`config.mk`:
```
export PLATFORM = sky130hd
export DESIGN_NAME = demux_lane_sched
export DESIGN_NICKNAME = d
export VERILOG_FILES = /design/src/rtl/demux_pkg.sv /design/src/rtl/lane_out_reg.sv /design/src/rtl/demux_lane_sched.sv
export SDC_FILE = /design/constraint.sdc
export NUM_CORES = 1
export LEC_CHECK = 0
export CAP_MARGIN = 20
export CORE_MARGIN = 4
export CORE_UTILIZATION = 39
export CTS_CLUSTER_SIZE = 25
export DETAILED_ROUTE_END_ITERATION = 6
export GPL_TIMING_DRIVEN = 0
export PLACE_DENSITY = 0.75
export SLEW_MARGIN = 0
export SYNTH_ARGS = -nofsm -noshare
export SYNTH_HDL_FRONTEND = slang
export SYNTH_SLANG_ARGS = --single-unit
```
`constraint.sdc`:
```
create_clock -name clk_2f -period 2.2 [get_ports clk_2f]
set_input_delay 0.66 -clock clk_2f [delete_from_list [all_inputs] [get_ports clk_2f]]
set_output_delay 0.66 -clock clk_2f [all_outputs]
set_load 0.02 [all_outputs]
```
`src/rtl/demux_pkg.sv`:
```
// Shared constants and types for the 1-to-2 byte demux lane scheduler.
// No logic; latency and backpressure are defined by the modules that import it.
package demux_pkg;

    localparam int DATA_W_DEF = 8;
    localparam int CNT_W_DEF  = 8;

    localparam logic LANE0 = 1'b0;
    localparam logic LANE1 = 1'b1;

    typedef enum logic {
        ST_IDLE = 1'b0,
        ST_RUN  = 1'b1
    } state_t;

endpackage

```
`src/rtl/lane_out_reg.sv`:
```
// One lane's output register, valid flag and wrapping issued-word counter.
// Latency 1 cycle from issue; no backpressure (data holds while issue is low).
module lane_out_reg #(
    parameter int DATA_W = 8,
    parameter int CNT_W  = 8
) (
    input  logic              clk_2f,
    input  logic              reset,
    input  logic              issue_i,
    input  logic [DATA_W-1:0] data_i,
    output logic [DATA_W-1:0] data_o,
    output logic              valid_o,
    output logic [CNT_W-1:0]  words_o
);

    logic [DATA_W-1:0] data_q, data_d;
    logic              valid_q, valid_d;
    logic [CNT_W-1:0]  words_q, words_d;

    always_comb begin
        data_d  = data_q;
        valid_d = issue_i;
        words_d = words_q;
        if (issue_i) begin
            data_d  = data_i;
            words_d = words_q + CNT_W'(1);
        end
    end

    always_ff @(posedge clk_2f) begin
        if (reset) begin
            data_q  <= '0;
            valid_q <= 1'b0;
            words_q <= '0;
        end else begin
            data_q  <= data_d;
            valid_q <= valid_d;
            words_q <= words_d;
        end
    end

    assign data_o  = data_q;
    assign valid_o = valid_q;
    assign words_o = words_q;

endmodule

```
`src/rtl/demux_lane_sched.sv`:
```
// Steers valid bytes to lane 0/1 in strict alternation, realigned to lane 0 by sync_in.
// Latency 1 cycle; backpressure: ready_in drops while the target lane pauses (no lane skipping).
module demux_lane_sched
    import demux_pkg::*;
#(
    parameter int DATA_W = DATA_W_DEF,
    parameter int CNT_W  = CNT_W_DEF
) (
    input  logic              clk_2f,
    input  logic              reset,
    input  logic [DATA_W-1:0] data_in,
    input  logic              valid_in,
    input  logic              sync_in,
    input  logic              pause_0,
    input  logic              pause_1,
    output logic              ready_in,
    output logic [DATA_W-1:0] data_out_0,
    output logic              valid_out_0,
    output logic [DATA_W-1:0] data_out_1,
    output logic              valid_out_1,
    output logic              selector,
    output logic [CNT_W-1:0]  words_0,
    output logic [CNT_W-1:0]  words_1,
    output logic              err_ovf
);

    state_t state_q, state_d;
    logic   sel_q, sel_d;
    logic   err_q, err_d;
    logic   tgt, pause_tgt, accept, issue_0, issue_1;

    always_comb begin
        tgt       = sync_in ? LANE0 : sel_q;
        pause_tgt = (tgt == LANE1) ? pause_1 : pause_0;
        // In IDLE with reset low the scheduler is already willing to accept.
        ready_in  = !reset && !pause_tgt;
        accept    = valid_in && ready_in;
        issue_0   = accept && (tgt == LANE0);
        issue_1   = accept && (tgt == LANE1);
    end

    always_comb begin
        state_d = ST_RUN;
        sel_d   = sel_q;
        err_d   = err_q;
        if (accept) begin
            sel_d = ~tgt;
        end else if (sync_in) begin
            sel_d = LANE0;
        end
        if (valid_in && !ready_in && (state_q == ST_RUN)) begin
            err_d = 1'b1;
        end
    end

    always_ff @(posedge clk_2f) begin
        if (reset) begin
            state_q <= ST_IDLE;
            sel_q   <= 1'b0;
            err_q   <= 1'b0;
        end else begin
            state_q <= state_d;
            sel_q   <= sel_d;
            err_q   <= err_d;
        end
    end

    lane_out_reg #(.DATA_W(DATA_W), .CNT_W(CNT_W)) u_lane0 (
        .clk_2f  (clk_2f),
        .reset   (reset),
        .issue_i (issue_0),
        .data_i  (data_in),
        .data_o  (data_out_0),
        .valid_o (valid_out_0),
        .words_o (words_0)
    );

    lane_out_reg #(.DATA_W(DATA_W), .CNT_W(CNT_W)) u_lane1 (
        .clk_2f  (clk_2f),
        .reset   (reset),
        .issue_i (issue_1),
        .data_i  (data_in),
        .data_o  (data_out_1),
        .valid_o (valid_out_1),
        .words_o (words_1)
    );

    assign selector = sel_q;
    assign err_ovf  = err_q;

endmodule

```
==> flow_summary.ini <==
[power]
p_leak_nw = 0.858
p_int_w = 0.000864
pwr-share-seq = 0.600
powerDensity_mw_per_mm2 = 521
peakVddDrop_mv = 0.424
p_sw_frac = 0.246
power_w = 0.00115
p_switching_w = 0.000283
comb_power_share = 0.101
p_clk_frac = 0.299

[job]
cap_viol_max_count = 0

[placed_design]
dp_cells = 238
port_buffers = 49
hpwl_mm = 2.40
place_worst_setup_slack_ns = -0.724
place.gp.congestion = 0.703

[setup_path]
crit_path_max_incr_delay_ns = 0.64
worstPathMaxFanout = 4
worstSetupStartpoint = u_lane0.words_o[0]$_SDFFE_PP0P_
crit_buf_inv = 1
cp_cell_sequence = clkdlybuf4s50_1
crit_required_ns = 1.54
critPathKind = flip-flop to output pin
worst_setup_path_start_kind = flip-flop
critical-path-top-delay-family = buffers and inverters
critPathCaptureType = output pin
rrSetupSlack_ns = 0.11
crit_slowest_cell = clkdlybuf4s50_1
critPathArrivalTime_ns = 1.44
r2r_start = selector$_SDFF_PP0_

[cts]
clock-root-buffer = clkbuf_4
clk_pin_slew_ns = 0.11
clock_sinks = 37
cts_tree = yes
numCtsBuffers = 5
h-tree-depth = 2
hold_buffers = 0
clkLatencyLatePin_ns = 0.34
cts_buffer_depth = 2

[yosys]
synth_seq_cells = 37
yosys.area.top_type = dfxtp_1
ys_types = 21
synth_top_area_frac = 0.521
synth_warnings = 0
synth_cells = 143
avgSynthCellArea_sq_um = 9.94
synthTopCellsByArea = dfxtp_1 (52%), mux2i_1 (13%), nor2_1 (6.9%), xor2_1 (3.7%), ha_1 (3.5%)
synthesis.nets = 161
ys_seq_area_frac = 0.521
syn_area_sq_mm = 0.00142

[timing]
drv_slew = 0
worst_slack_ns = 0.0977
finClkSkew_ns = 0.00453
hold_viol = 0
slew_headroom = 0.676
rsz0062_at_grt = no
period_minus_slack_ns = 2.10
worst_slew_pin_slew_ns = 0.486
setup_viol = 0
finalSetupTns_ns = 0
fin_crit_sh = 0.956
fmax_mhz = 476

[floorplanning]
start_util = 0.416
boundaryPins = 51
dieArea_sq_mm = 0.00467
core_sq_mm = 0.00342
num_rows = 21
die_height_um = 68.4
dieWidth_um = 68.4

[drt]
wirelength_mm = 3.62
wl_per_cell_um = 14.0
via_count = 1258
drc = 0
drt_iter0_markers = 65
vias_per_cell = 4.86
antenna_left = 0
drt-pass1-iter-count = 4

[cells_and_area]
layout_common_cells = clkdlybuf4s50_1 (44), dfxtp_1 (37), nor2_1 (26), mux2i_1 (18), buf_4 (15)
fill_cells = 279
diodes = 0
nNetsFinal = 230
layout_commonest_cell = clkdlybuf4s50_1
instances_no_fill = 259
regArea_sq_um = 741
multi_input_area_sq_um = 696
area_growth_pct = 54.7
layout-drive-gt1-share = 0.188

[global_routing]
use_met3 = 0.0624
grt.met1_usage = 0.179
antenna_found_initial = 0
grt_pass1_wl_mm = 5.89
grt_util_met2 = 0.304
top_usage_layer = met2
track_usage = 0.172
grt_pass1_vias = 1332
grt_max_degree = 12
grt_overflow = 0

[status]
outcome = complete, no violations

[hold_path]
hold_start = state_q$_DFF_P_
min_path_type = flip-flop to flip-flop
==> sequential cells by signal (all words and copies together), names as in the netlist <==
signal,cells
u_lane0.valid_o,1
err_ovf,1
u_lane0.words_o,8
u_lane0.data_o,8
u_lane1.valid_o,1
u_lane1.words_o,8
state_q,1
selector,1
u_lane1.data_o,8
==> power groups by stage <==
stage,Combinational [W],Clock (W),Sequential (W)
6_report,0.000116,0.000343,0.000687
3_5_place_dp,0.000101,0,0.000702
5_1_grt,0.000126,0.000389,0.000689
4_1_cts,0.000112,0.000357,0.000687
3_3_place_gp,0.0000991,0,0.000701
2_1_floorplan,0.0000353,0,0.000713
==> cells in the mapped netlist, drive strengths merged <==
| cell | number |
|---|---|
| nand3 | 3 |
| nor2 | 26 |
| or3 | 6 |
| nand4 | 6 |
| xor2 | 6 |
| dfxtp | 37 |
| nor2b | 4 |
| o2bb2ai | 1 |
| and3 | 1 |
| o21ai | 6 |
| clkbuf | 4 |
| xnor2 | 2 |
| ha | 4 |
| mux2i | 19 |
| nand2 | 5 |
| a21oi | 6 |
| inv | 2 |
| buf | 4 |
| and2 | 1 |
==> repair_timing <==
item	CTS	global route
pin swaps	2	6
resized for setup	15	18
endpoints found under the setup margin	28	25
buffers inserted	12	1
==> per-layer routing <==
metal,share of wire,up-vias
li1,-,626
met1,0.40,586
met2,0.51,38
met3,0.072,8
met4,0.021,0
met5,0,-
==> per-stage QoR <==
stage,instance area [sq um],hold slack [ns],utilization
detailed placement,1970,0.470,0.577
global placement,1970,0.446,0.577
finish,2200,0.489,0.644
floorplan,1420,0.441,-
global route,2200,0.517,0.644
CTS,2150,0.488,0.628
==> layout make-up <==
| cell class | instances | share of cell area |
|---|---|---|
| buffer | 8 | 0.0245 |
| clock buffer | 6 | 0.0188 |
| clock inverter | 2 | 0.00455 |
| inverter | 2 | 0.00341 |
| multi-input combinational | 96 | 0.316 |
| sequential | 37 | 0.337 |
| tap | 46 | 0.0262 |
| timing repair buffer | 62 | 0.269 |
==> cell families after synthesis <==
| kind of cell | synth area share |
|---|---|
| adder cells (fa/ha/maj) | 0.0352 |
| AND/OR/NAND/NOR | 0.180 |
| multiplexers | 0.134 |
| XOR/XNOR | 0.0493 |
| buffers and inverters | 0.0317 |
| AO/OA/AOI/OAI | 0.0484 |
| flip-flops | 0.521 |
==> final timing paths <==
kind,to,depth (start not counted)
min reg2reg,err_ovf$_SDFFE_PP0P_,2
min,err_ovf$_SDFFE_PP0P_,2
max reg2reg,u_lane1.data_o[7]$_SDFFE_PP0P_,12
max,words_0[0],1
No activity file was read; power rests on OpenSTA's default activity.
